## src/rtl/decode_imm_arith.sv

```systemverilog
// decode_imm_arith: registered sub-decoder for RV32I OP-IMM instructions.
// Maps funct3/funct7 to an imm_arith_kind_t value for ALU operation select.
// Optional build macro DECODE_IMM_ARITH_RV64_SHAMT_EN: treat funct7[0] as
// shamt[5] for the shift encodings (RV64 form), otherwise match all 7 bits.

package instr_type;

  typedef enum logic [3:0] {
    iak_addi,
    iak_slti,
    iak_sltiu,
    iak_xori,
    iak_ori,
    iak_andi,
    iak_slli,
    iak_srli,
    iak_srai,
    iak_invalid
  } imm_arith_kind_t;

endpackage : instr_type

module decode_imm_arith
  import instr_type::*;
(
  input  logic            clk,
  input  logic            rst,
  input  logic [2:0]      funct3,
  input  logic [6:0]      funct7,
  output imm_arith_kind_t kind
);

`ifdef DECODE_IMM_ARITH_RV64_SHAMT_EN
  // funct7[0] carries shamt[5] in the RV64 form, so it takes no part in the match.
  localparam logic [6:0] shift_mask = 7'b111_1110;
`else
  localparam logic [6:0] shift_mask = 7'b111_1111;
`endif

  localparam logic [6:0] f7_logical    = 7'b000_0000;
  localparam logic [6:0] f7_arithmetic = 7'b010_0000;

  imm_arith_kind_t next_kind;
  logic [6:0]      f7_shift;

  assign f7_shift = funct7 & shift_mask;

  // Combinational next-kind decode; unknown funct3 falls to the default branch.
  always_comb begin
    // NOTE: default assignment first so every path drives next_kind and no latch is inferred.
    next_kind = iak_invalid;
    case (funct3)
      3'b000: next_kind = iak_addi;
      3'b010: next_kind = iak_slti;
      3'b011: next_kind = iak_sltiu;
      3'b100: next_kind = iak_xori;
      3'b110: next_kind = iak_ori;
      3'b111: next_kind = iak_andi;
      3'b001: begin
        if (f7_shift == f7_logical) next_kind = iak_slli;
        else                        next_kind = iak_invalid;
      end
      3'b101: begin
        if (f7_shift == f7_logical)         next_kind = iak_srli;
        else if (f7_shift == f7_arithmetic) next_kind = iak_srai;
        else                                next_kind = iak_invalid;
      end
      default: next_kind = iak_invalid;
    endcase
  end

  // Output register: synchronous reset to invalid, otherwise load next-kind every edge.
  always_ff @(posedge clk) begin
    // NOTE: non-blocking assignment so every register samples pre-edge values.
    if (rst) kind <= iak_invalid;
    else     kind <= next_kind;
  end

endmodule : decode_imm_arith

```

## config.mk

```make
export PLATFORM = sky130hd
export DESIGN_NAME = decode_imm_arith
export DESIGN_NICKNAME = d
export VERILOG_FILES = /design/src/rtl/decode_imm_arith.sv
export SDC_FILE = /design/constraint.sdc
export NUM_CORES = 1
export LEC_CHECK = 0
export ABC_AREA = 1
export BUFFER_PORTS_ARGS = -buffer_cell sky130_fd_sc_hd__buf_2
export CORE_AREA = 2 2 39 41
export CTS_CLUSTER_DIAMETER = 60
export DETAILED_ROUTE_END_ITERATION = 12
export DIE_AREA = 0 0 41 43
export GPL_TIMING_DRIVEN = 1
export PLACE_DENSITY_LB_ADDON = 0.05
export SETUP_SLACK_MARGIN = 0.3
export SYNTH_ARGS = -nofsm -noshare
export SYNTH_HDL_FRONTEND = slang
export SYNTH_SLANG_ARGS = --single-unit
```

## constraint.sdc

```tcl
create_clock -name clk -period 0.9 [get_ports clk]
set_input_delay 0.09 -clock clk [delete_from_list [all_inputs] [get_ports clk]]
set_output_delay 0.09 -clock clk [all_outputs]
set_load 0.02 [all_outputs]
```

* Word level (Yosys, flattened, before mapping)
Index checks and enable logic that the tools add are counted.
** Word-level totals
- Register bits :: 4
- Bits of input ports :: 12
- Output and inout port bits :: 4
- Word-level logic and storage cells :: 15
** Cells by class
- Equality and inequality tests :: 8
- Muxes and demuxes :: 4
- Reduce and logical (&&, ||, !) cells :: 2
** Operators with widths (count)
- case mux 4 bit (8 select lines) :: 1
- == test 3 bit (second input constant) :: 4
- 2-to-1 mux 4 bit :: 2
- == test 7 x 6 -> 1 bit (second input constant) :: 1
- logical NOT 7 bit :: 1
- == test 3 x 2 -> 1 bit (second input constant) :: 2
- == test 3 x 1 -> 1 bit (second input constant) :: 1
- logical NOT 3 bit :: 1
- 2-to-1 mux 1 bit :: 1

* Depth between registers and ports, before layout
- Depth in word-level cells :: 4
- Mapped depth :: 5
- Depth with buffers taken out :: 5

* Least setup slack after synthesis
OpenSTA, ideal clock, no wires.
- Kind :: input -> register
- Start :: input port funct7[3]
- End :: register kind[0]
- Setup time :: 0.129 ns
- Arrival time :: 0.486 ns
- Data required time :: 0.771 ns
- Slack :: 0.285 ns
- Stages :: 4
- Buffers on the path :: 0
- Cell sequence :: nor2_1 > nand2_2 > o21ai_0 > nand4_1
** Between the ends
- Cells in the longest elaborated chain, start to end :: 4
- Elaborated cells between the ends (all ways) :: 6
- Those cells by class :: 1 x eq/ne; 4 x mux; 1 x reduce/logical
** RTL lines
- start, declared :: line 29 : input logic [6:0] funct7,
- == test 7 x 6 -> 1 bit :: line 65 : else if (f7_shift == f7_arithmetic) next_kind = iak_srai;
- 2-to-1 mux 1 bit :: line 65
- 2-to-1 mux 4 bit :: line 64 : if (f7_shift == f7_logical) next_kind = iak_srli;
- case mux 4 bit (8 select lines) (*) :: line 52 : case (funct3)
- end signal, assigned :: line 75 : if (rst) kind <= iak_invalid;
- end signal, assigned :: line 76 : else kind <= next_kind;
- end, declared :: line 30 : output imm_arith_kind_t kind
Every way passes the cells marked *; elsewhere a longest branch is shown, timed or not.
A chain may end at the register's enable or synchronous reset.

* Worst setup path after layout
- Start :: register kind[3]
- End :: output port kind[3]
No word-level cell between the ends.

==> qor.csv <==
stage;metric;value;unit
run_status;status;finished, final reports clean;
clock_tree;root buf cell;clkbuf_4;
clock_tree;CTS tree;yes;
final_layout;layout cells sized above 1;61.2;%
floorplanning;die height;43;um
global_routing;grt ovf;0;
floorplanning;Ports;16;
drt;Routed Antenna Nets;0;
yosys;Yosys top cell area share;38.8;%
placement;GPL Wtd Cong;0.773;
sta;fin crit share;83.3;%
drt;DRT iter0 DRCs;0;
clock_tree;Num Clock Sinks;4;
global_routing;GRT Total Usage;6.61;%
placement;DP HPWL;439;um
critical_path;Crit-path slowest cell;dfxtp_2;
hold_path;Hold Startpoint;rst;
clock_tree;htree depth;1;
floorplanning;Die Area;0.00176;sq mm
power;Clock power frac;41.3;%
power;Comb pwr share;21.2;%
power;Total Power;526;uW
final_layout;Biggest register;kind;
drt;via density per instance;3.74;
placement;Port-buffer cells;15;
floorplanning;num rows;14;
floorplanning;core area;0.00138;sq mm
final_layout;Largest register FFs;4;
critical_path;Critical Path Fanout Max;1;
yosys;Mean Syn Cell Area;6.66;sq um
critical_path;critical setup path kind;reg2out;
drt;DR WL/cell;7.51;um
drt;1st-pass router iterations;1;
power;Int Pwr;395;uW
sta;RSZ-0062 raised after global routing;yes;
power;Max IR drop VDD;0.000263;V
global_routing;initial antenna violation count;0;
critical_path;crit end category;output port;
drt;Residual DRC;0;
critical_path;crit-path leading delay family;flip-flops;
global_routing;vias in the first global route;202;
critical_path;Req. time, crit path;810;ps
power;Leak;0.000174;uW
yosys;Synth Cell Area;206;sq um
yosys;register area share after synthesis;38.8;%
sta;setup TNS;0;ps
sta;Pins Over Slew Limit;0;
final_layout;ant diodes;0;
sta;endpoints failing setup;0;
sta;min Tclk post-route;750;ps
sta;Slew HR;87.9;%
floorplanning;die width;41;um
sta;worst slew pin tran;180;ps
flow_run;max-capacitance violation count;0;
power;Sw Pwr;130;uW
final_layout;Layout area overhead;76.4;%
yosys;Area contributors post-synth;dfxtp_1 (39%), nor2_1 (9.1%), o21ai_0 (7.3%), nand2_1 (7.3%), nand2_2 (6.1%);
yosys;syn_nets;43;
critical_path;crit-path cells;buf_6;
final_layout;Largest regs;kind x4;
critical_path;CP arrival;660;ps
sta;Final Worst Setup Slack;150;ps
sta;f_max;1330;MHz
clock_tree;Reg clk slew, reported paths;40;ps
critical_path;Buf+Inv Stages, Crit Path;1;
global_routing;global-route wire length before repair;710;um
yosys;synth unique cells;13;
placement;Placement Setup Slack;126;ps
global_routing;largest net degree at the start of global routing;7;
yosys;Synth Instances;31;
drt;drt total wl;488;um
clock_tree;Hold Buf Count CTS;0;
power;sequential share of power;37.5;%
power;Power Density;1440;mW/mm^2
final_layout;# nets final;63;
clock_tree;CTS Buf Count;3;
critical_path;CP startpoint;kind[3]$_SDFF_PP1_;
sta;hold_ws;24.8;ps
sta;Final Hold Viols;0;
critical_path;Startpoint Class;flop;
yosys;synthesized flop and latch total;4;
clock_tree;Setup Fix Bufs, Post-CTS;0;
floorplanning;initial core utilization;14.9;%
clock_tree;CTS max path bufs;2;
yosys;synth warn;0;
hold_path;worst hold path class;in2reg;
critical_path;max incr delay on CP;310;ps
power;Net Sw Frac;24.8;%
yosys;leading area contributor after synthesis;dfxtp_1;
drt;via count;243;
power by group through the flow:
stage          sequential, uW  clock [uW]  combinational [uW]
2_1_floorplan             210           0                32.6
3_3_place_gp              195           0                93.7
3_5_place_dp              195           0                95.3
4_1_cts                   197         236                 108
5_1_grt                   198         245                 125
6_report                  197         217                 111
synthesized netlist by cell type:
cell type,number
nor2_2,2
nand4_1,1
o21ai_1,2
nand3_1,1
o211ai_1,1
inv_2,2
dfxtp_1,4
nand2_2,2
o21ai_0,3
nor2_1,5
inv_1,3
a21oi_1,1
nand2_1,4
timing repair:
| action | in CTS | in global routing |
|---|---|---|
| hold endpoints to repair | 0 | 0 |
| gates resized for setup | 12 | 3 |
| pin swaps | 0 | 1 |
| setup endpoints to repair | 4 | 5 |
routing by layer:
layer / up-vias / GRT usage, % / wire length (um)
met5: - / 0 / 0
met1: 100 / 5.73 / 151
met3: 0 / 1.57 / 37
met4: 0 / 10.0 / 0
met2: 8 / 9.38 / 299
li1: 135 / - / -
cell families after synthesis:
logic type | share of synthesized area (%)
flip-flops | 38.8
AND/OR/NAND/NOR | 33.9
buffers and inverters | 9.09
AO/OA/AOI/OAI | 18.2
stage by stage:
step / utilization, % / std cells / cell area [sq um]
finish: 26.3 / 65 / 364
global route: 26.3 / 65 / 364
CTS: 25.6 / 65 / 354
detailed placement: 21.8 / 62 / 302
global placement: 21.8 / 62 / 302
floorplan: - / 31 / 206
cell usage in the layout, fill, tap and decap left out:
cell type  instances
buf_2             11
nand2_1            4
o21ai_1            4
dfxtp_2            4
buf_6              4
inv_1              3
nor2_2             3
nor2_1             3
clkbuf_4           3
inv_2              2
nand2_2            2
o21ai_0            1
nor2_4             1
nand3_1            1
o211ai_1           1
nand4_1            1
a21oi_1            1
area by class of cell:
| class | instances | area [sq um] |
|---|---|---|
| multi-input cells | 22 | 118 |
| repair buffers | 15 | 100 |
| fillers | 158 | 1020 |
| clock buffers | 3 | 22.5 |
| inverters | 5 | 18.8 |
| well taps | 16 | 20.0 |
| flip-flops and latches | 4 | 85.1 |
final timing paths:
| check | end | depth (start not counted) |
|---|---|---|
| worst min-delay path | kind[2]$_SDFF_PP0_ | 2 |
| worst max-delay path | kind[3] | 1 |
Power figures use the tool's default switching activity.
